<file path="config.mk">
export PLATFORM = sky130hd
export DESIGN_NAME = i2c_slave_rx
export DESIGN_NICKNAME = d
export VERILOG_FILES = /design/src/rtl/i2c_slave_rx_pkg.sv /design/src/rtl/i2c_slave_rx_sync_edge.sv /design/src/rtl/i2c_slave_rx.sv
export SDC_FILE = /design/constraint.sdc
export NUM_CORES = 1
export LEC_CHECK = 0
export CORE_ASPECT_RATIO = 0.7
export CORE_MARGIN = 2
export CORE_UTILIZATION = 42
export DETAILED_ROUTE_END_ITERATION = 12
export DONT_BUFFER_PORTS = 1
export REMOVE_ABC_BUFFERS = 1
export SKIP_CTS_REPAIR_TIMING = 1
export SLEW_MARGIN = 40
export SYNTH_ARGS = -nofsm -noshare
export SYNTH_HDL_FRONTEND = slang
export SYNTH_SLANG_ARGS = --single-unit
export TNS_END_PERCENT = 5
</file>
<file path="constraint.sdc">
create_clock -name CLOCK_50 -period 7.4 [get_ports CLOCK_50]
set_input_delay 1.48 -clock CLOCK_50 [delete_from_list [all_inputs] [get_ports CLOCK_50]]
set_output_delay 1.48 -clock CLOCK_50 [all_outputs]
set_load 0.005 [all_outputs]
</file>
<file path="src/rtl/i2c_slave_rx_pkg.sv">
// Shared types and constants for the two-wire slave receiver: FSM state
// encodings, open-drain drive levels and the register-pointer wrap helper.
package i2c_slave_rx_pkg;

  typedef enum logic [2:0] {
    ST_IDLE     = 3'd0,
    ST_ADDR     = 3'd1,
    ST_ADDR_ACK = 3'd2,
    ST_PTR      = 3'd3,
    ST_PTR_ACK  = 3'd4,
    ST_DATA     = 3'd5,
    ST_DATA_ACK = 3'd6,
    ST_IGNORE   = 3'd7
  } state_e;

  // SDA_oe levels: ACK pulls the line low, NACK/release leaves it to the pull-up
  localparam logic OE_ACK = 1'b1;
  localparam logic OE_REL = 1'b0;

  localparam logic [3:0] BYTE_BITS = 4'd8;

  function automatic logic [1:0] ptr_wrap_inc(input logic [1:0] ptr,
                                              input logic [1:0] last);
    return (ptr == last) ? 2'd0 : ptr + 2'd1;
  endfunction

endpackage

</file>
<file path="src/rtl/i2c_slave_rx_sync_edge.sv">
// Multi-flop synchronizer for one bus pin plus a history flop that yields
// single-cycle rise/fall pulses on the synchronized level.
module i2c_slave_rx_sync_edge #(
  parameter int SYNC_STG = 2
) (
  input  logic clk_i,
  input  logic rst_n_i,
  input  logic d_i,
  output logic lvl_o,
  output logic rise_o,
  output logic fall_o
);

  logic [SYNC_STG-1:0] sync_q;
  logic                hist_q;

  // Reset to the idle-bus level so leaving reset never fakes an edge
  always_ff @(posedge clk_i or negedge rst_n_i) begin
    if (!rst_n_i) begin
      sync_q <= '1;
      hist_q <= 1'b1;
    end else begin
      sync_q <= {sync_q[SYNC_STG-2:0], d_i};
      hist_q <= sync_q[SYNC_STG-1];
    end
  end

  assign lvl_o  = sync_q[SYNC_STG-1];
  assign rise_o = sync_q[SYNC_STG-1] & ~hist_q;
  assign fall_o = ~sync_q[SYNC_STG-1] & hist_q;

endmodule

</file>
<file path="src/rtl/i2c_slave_rx.sv">
// Write-only two-wire slave: decodes START/STOP, matches DEV_ADDR, loads a
// register pointer and writes data bytes into a small auto-incrementing file.
module i2c_slave_rx
  import i2c_slave_rx_pkg::*;
#(
  parameter logic [6:0] DEV_ADDR = 7'h42,
  parameter int         NUM_REGS = 3,
  parameter int         SYNC_STG = 2
) (
  input  logic       CLOCK_50,
  input  logic       rst_n,
  input  logic       CL,
  input  logic       SDA_in,
  output logic       SDA_oe,
  output logic [7:0] REG1_OUT,
  output logic [7:0] REG2_OUT,
  output logic [7:0] REG3_OUT,
  output logic       wr_strobe,
  output logic [1:0] wr_index,
  output logic [7:0] wr_data,
  output logic       busy
);

  localparam logic [1:0] PTR_LAST = 2'(NUM_REGS - 1);
  localparam logic [7:0] PTR_LIM  = 8'(NUM_REGS);

  logic cl_lvl, cl_rise, cl_fall;
  logic sda_lvl, sda_rise, sda_fall;

  i2c_slave_rx_sync_edge #(.SYNC_STG(SYNC_STG)) u_sync_cl (
    .clk_i  (CLOCK_50),
    .rst_n_i(rst_n),
    .d_i    (CL),
    .lvl_o  (cl_lvl),
    .rise_o (cl_rise),
    .fall_o (cl_fall)
  );

  i2c_slave_rx_sync_edge #(.SYNC_STG(SYNC_STG)) u_sync_sda (
    .clk_i  (CLOCK_50),
    .rst_n_i(rst_n),
    .d_i    (SDA_in),
    .lvl_o  (sda_lvl),
    .rise_o (sda_rise),
    .fall_o (sda_fall)
  );

  // An SDA edge coinciding with a CL edge is data, never a bus condition
  logic cl_edge, start_det, stop_det;
  assign cl_edge   = cl_rise | cl_fall;
  assign start_det = cl_lvl & ~cl_edge & sda_fall;
  assign stop_det  = cl_lvl & ~cl_edge & sda_rise;

  state_e     state_q, state_d;
  logic [3:0] bit_cnt_q, bit_cnt_d;
  logic [7:0] shift_q, shift_d;
  logic [1:0] ptr_q, ptr_d;
  logic       sda_oe_q, sda_oe_d;
  logic       busy_q, busy_d;
  logic       wr_stb_q, wr_stb_d;
  logic [1:0] wr_idx_q, wr_idx_d;
  logic [7:0] wr_data_q, wr_data_d;
  logic [7:0] regs_q [NUM_REGS];
  logic [7:0] regs_d [NUM_REGS];
  logic [7:0] byte_in;

  assign byte_in = {shift_q[6:0], sda_lvl};

  always_comb begin
    state_d   = state_q;
    bit_cnt_d = bit_cnt_q;
    shift_d   = shift_q;
    ptr_d     = ptr_q;
    sda_oe_d  = sda_oe_q;
    busy_d    = busy_q;
    wr_stb_d  = 1'b0;
    wr_idx_d  = wr_idx_q;
    wr_data_d = wr_data_q;
    regs_d    = regs_q;

    if (start_det) begin
      state_d   = ST_ADDR;
      bit_cnt_d = '0;
      sda_oe_d  = OE_REL;
    end else if (stop_det) begin
      state_d   = ST_IDLE;
      bit_cnt_d = '0;
      sda_oe_d  = OE_REL;
      busy_d    = 1'b0;
    end else begin
      unique case (state_q)
        ST_ADDR, ST_PTR, ST_DATA: begin
          if (cl_rise && bit_cnt_q != BYTE_BITS) begin
            shift_d   = byte_in;
            bit_cnt_d = bit_cnt_q + 4'd1;
            // Data bytes commit on the rise of bit 8, ahead of the ACK slot
            if (state_q == ST_DATA && bit_cnt_q == BYTE_BITS - 4'd1) begin
              regs_d[ptr_q] = byte_in;
              wr_stb_d      = 1'b1;
              wr_idx_d      = ptr_q;
              wr_data_d     = byte_in;
              ptr_d         = ptr_wrap_inc(ptr_q, PTR_LAST);
            end
          end else if (cl_fall && bit_cnt_q == BYTE_BITS) begin
            bit_cnt_d = '0;
            if (state_q == ST_ADDR) begin
              if (shift_q[7:1] == DEV_ADDR && !shift_q[0]) begin
                sda_oe_d = OE_ACK;
                busy_d   = 1'b1;
                state_d  = ST_ADDR_ACK;
              end else begin
                state_d  = ST_IGNORE;
              end
            end else if (state_q == ST_PTR) begin
              if (shift_q < PTR_LIM) begin
                ptr_d    = shift_q[1:0];
                sda_oe_d = OE_ACK;
                state_d  = ST_PTR_ACK;
              end else begin
                state_d  = ST_IGNORE;
              end
            end else begin
              sda_oe_d = OE_ACK;
              state_d  = ST_DATA_ACK;
            end
          end
        end
        ST_ADDR_ACK: begin
          if (cl_fall) begin
            sda_oe_d = OE_REL;
            state_d  = ST_PTR;
          end
        end
        ST_PTR_ACK, ST_DATA_ACK: begin
          if (cl_fall) begin
            sda_oe_d = OE_REL;
            state_d  = ST_DATA;
          end
        end
        ST_IGNORE: sda_oe_d = OE_REL;
        default:   ;
      endcase
    end
  end

  always_ff @(posedge CLOCK_50 or negedge rst_n) begin
    if (!rst_n) begin
      state_q   <= ST_IDLE;
      bit_cnt_q <= '0;
      shift_q   <= '0;
      ptr_q     <= '0;
      sda_oe_q  <= OE_REL;
      busy_q    <= 1'b0;
      wr_stb_q  <= 1'b0;
      wr_idx_q  <= '0;
      wr_data_q <= '0;
      for (int i = 0; i < NUM_REGS; i++) regs_q[i] <= '0;
    end else begin
      state_q   <= state_d;
      bit_cnt_q <= bit_cnt_d;
      shift_q   <= shift_d;
      ptr_q     <= ptr_d;
      sda_oe_q  <= sda_oe_d;
      busy_q    <= busy_d;
      wr_stb_q  <= wr_stb_d;
      wr_idx_q  <= wr_idx_d;
      wr_data_q <= wr_data_d;
      regs_q    <= regs_d;
    end
  end

  assign REG1_OUT = regs_q[0];

  generate
    if (NUM_REGS >= 2) begin : g_reg2
      assign REG2_OUT = regs_q[1];
    end else begin : g_no_reg2
      assign REG2_OUT = 8'h00;
    end
    if (NUM_REGS >= 3) begin : g_reg3
      assign REG3_OUT = regs_q[2];
    end else begin : g_no_reg3
      assign REG3_OUT = 8'h00;
    end
  endgenerate

  assign SDA_oe    = sda_oe_q;
  assign busy      = busy_q;
  assign wr_strobe = wr_stb_q;
  assign wr_index  = wr_idx_q;
  assign wr_data   = wr_data_q;

endmodule
</file>
==> results <==
- The worst pin sits at a relative slew slack of 0.630.
- The achievable clock frequency is 330 MHz.
- The data arrival time of the critical path is 3.24 ns.
- Dividing the synthesized area by the synthesized cell count gives 13.1 um^2.
- For this run, the detailed router's first-pass iteration total came to 4.
- The die is 70.3 um tall.
- The number of pins exceeding their max-slew limit in the final report is 0.
- The flop and latch count out of synthesis is 60.
- The worst path meets setup with 4.37 ns of slack.
- The region available for standard cell placement spans 0.00616 mm^2.
- The H-tree was split into 3 levels.
- 41 I/O pins were placed.
- The number of design-rule violations left by the first detailed-router iteration is 112.
- The vias per cell is 5.39.
- The cell total after placement is 269.
- The total routed wirelength is 4790 um.
- For this run the aggregate overflow at the end of global routing stands at 0.
- The first global-routing pass estimated 8000 um of wire.
- The overall power after layout is 0.734 mW.
- The final layout contains 208 nets.
- After clock tree synthesis, the clock-pin slew on the worst setup and hold paths is 0.07 ns.
- The sequential area share after synthesis is 0.572.
- The count of input and output buffers is 0.
- The depth of the worst register-to-register path is 7.
- For this run, the total global-route usage over all layers was measured as 0.152.
- Yosys mapped a number of flops with a built-in enable equal to 0.
- For hold timing, the worst endpoint is u_sync_cl.sync_q[1].
- The worst min-delay path class is reg2reg.
- The flop-to-flop setup slack is 4.37 ns.
- 0 antenna diodes ended up in the layout.
- The smallest clock period supported by the final layout is computed as 3.03 ns.
- The floorplan step set the die width to 98.7 um.
- For the worst setup path, the data required time is 7.60 ns.
- The later pin in the worst-skew pair is clocked with a latency of 0.32 ns.
- The hold violation count in the final report is 0.
- Setup repair after global routing left no endpoint under its margin.
- The sort of element at the start of the critical path is a register.
- The total clock sinks is 60.
- The synthesized netlist occupies a cell area of 0.00264 mm^2.
- The flow ran to the end, and the final reports show no timing, DRC or antenna violations.
- The analysis attributes to cell leakage a power of 1.36 nW.
- The overall die area is 0.00694 mm^2.
- At the pin with the least slew margin, the transition time is 0.555 ns.
- The endpoint identified for the worst register-to-register timing path is REG1_OUT[5].
- The worst hold path was traced through 0 stages.
- The worst min-delay path startpoint is u_sync_cl.sync_q[0].
- The count of warnings emitted by yosys is 0.
- Setup violations remaining at the end of the flow were counted as 0.
- The critical path is of the reg2reg type.
- The number of cell rows is 24.
- The share of cells above drive strength 1 is 0.333.
- The weighted congestion at the end of routability-driven global placement is 0.958.
- Synthesis produced 202 cells.
- The pin count of the biggest net entering global routing is 61.
- The ratio of final minimum period to clock period is 0.410.
- The antenna violation net count after detailed routing is 0.
- The endpoint type of the worst setup path is a register.
- The cell sitting at the root of the clock tree is a clkbuf_8.
- The via count of the first global-routing pass is 1460.
- The number of buffers between clock root and the deepest sink is 2.
- Of all nets on the critical path, the largest fanout is 15.
- Across the routed clock network, the largest skew measured is 0.00475 ns.
- The share of flip-flops with an asynchronous set or reset after synthesis is 1.00.
- The startpoint identified for the worst register-to-register timing path is bit_cnt_q[0].
- The pre-CTS setup slack is 4.37 ns.
- The max-capacitance violation count is 0.
- The half-perimeter wire length of the detailed placement result is 3220 um.
- For this configuration, the core starts out at a cell density of 0.428.
- The maximum resistive drop on vdd is 0.000129 V.
- From synthesis to final layout, the design area changed by 8.35%.
- The finished layout holds 285 standard cells, fillers aside.
- TritonCTS built the clock tree.
- The number of antenna violations at the first check in global routing is 0.
- For this run, the leading register cell type out of synthesis is dfrtp_1.
- The final core area utilization is 0.464.
- Counting the buffers created by CTS gives 9.
- The number of different library cells in the post-synthesis netlist is 40.
- The power density over the cells is 257 mW/mm^2.
- The total number of vias is 1535.
- The number of DRC violations after detailed routing is 0.
- The wire length per cell is 16.8 um.
- The total negative slack is 0 ns.
==> state kept, by name, indices dropped and copies added (netlist names), 2 cells and up <==
| register | flops |
|---|---|
| REG1_OUT | 8 |
| u_sync_sda.sync_q | 2 |
| wr_data | 8 |
| shift_q | 8 |
| bit_cnt_q | 4 |
| REG3_OUT | 8 |
| REG2_OUT | 8 |
| ptr_q | 2 |
| state_q | 3 |
| wr_index | 2 |
| u_sync_cl.sync_q | 2 |
==> cell usage in the layout (no fill, tap or decap), drive strengths merged, types with 2 or more instances in the layout <==
cell    Yosys  routed
mux2       45      45
dfrtp      54      54
a31oi       2       2
o31ai       2       2
nand2b      4       4
nor2       11      11
or4         2       2
inv         9       9
clkinv      0       3
o21ai       8       8
a21oi       4       4
dfstp       6       6
nor3b       2       2
clkbuf      6      11
nor2b       2       2
mux2i       2       2
nand4       2       2
nand2      11      11
or3         2       2
ha          2       2
nand3       5       5
==> cells by family after synthesis <==
group                      share of synthesized area
xor gates and xnor gates                     0.00332
DFF                                            0.572
adders and majority gates                    0.00949
buffers and inverters                         0.0399
AOI/OAI and AO/OA                             0.0646
and+or+nand+nor                               0.0992
muxes                                          0.211
==> critical path, stage by stage (launching register included) <==
cell	delay [ns]
dfrtp_1	0.41
inv_1	0.06
ha_1	0.18
and3b_1	0.25
or2_1	0.35
or4_4	0.70
or3_1	0.59
mux2_4	0.38
==> metrics by stage <==
| stage | hold slack, ns | cell area, um^2 |
|---|---|---|
| 5_1_grt | 0.360 | 2860 |
| 6_report | 0.355 | 2860 |
| 4_1_cts | 0.357 | 2860 |
| 2_1_floorplan | 0.345 | 2560 |
| 3_5_place_dp | 0.347 | 2660 |
| 3_3_place_gp | 0.346 | 2660 |
==> where the power goes <==
group / switching (mW) / total, mW / internal, mW
Combinational: 0.0252 / 0.0543 / 0.0291
Sequential: 0.0411 / 0.395 / 0.354
Clock: 0.122 / 0.285 / 0.163
==> routing by layer <==
metal,routed length (um),vias up,global-route usage
li1,-,709,-
met1,2460,761,0.223
met2,1830,61,0.180
met3,447,4,0.0851
met4,49,0,0.0609
met5,0,-,0
==> cell usage after synthesis (2+ instances only) <==
library cell   n  share of area
a21oi_1        4         0.0076
a31oi_1        2         0.0047
buf_6          4          0.017
clkbuf_1       6         0.0085
dfrtp_1       54           0.51
dfstp_2        6          0.060
ha_1           2         0.0095
inv_1          9          0.013
mux2_2        37           0.16
mux2_4         8          0.046
mux2i_1        2         0.0076
nand2_1       11          0.016
nand2b_1       4         0.0095
nand3_1        5         0.0095
nand4_1        2         0.0047
nor2_1        11          0.016
nor2b_1        2         0.0047
nor3b_4        2          0.014
o21ai_0        8          0.015
o31ai_1        2         0.0057
or3_1          2         0.0047
==> final cells by class <==
cell class                 count  area, um^2
fill                         547        3300
clock buffer                  11         141
tap                           78        97.6
clock inverter                 5        52.6
inverter                       9        33.8
multi-input combinational    122        1020
sequential                    60        1510
==> worst max-delay path by stage <==
stage	slack, ns	endpoint	from	cells after the start
2_1_floorplan	4.61	REG1_OUT[0]	bit_cnt_q[0]	7
3_3_place_gp	4.42	REG1_OUT[4]	bit_cnt_q[0]	7
3_5_place_dp	4.37	REG1_OUT[5]	bit_cnt_q[0]	7
4_1_cts	4.35	REG1_OUT[0]	bit_cnt_q[0]	7
5_1_grt	4.24	REG1_OUT[0]	bit_cnt_q[0]	7
6_report	4.37	REG1_OUT[5]	bit_cnt_q[0]	7
(Power assumes the default switching activity.)
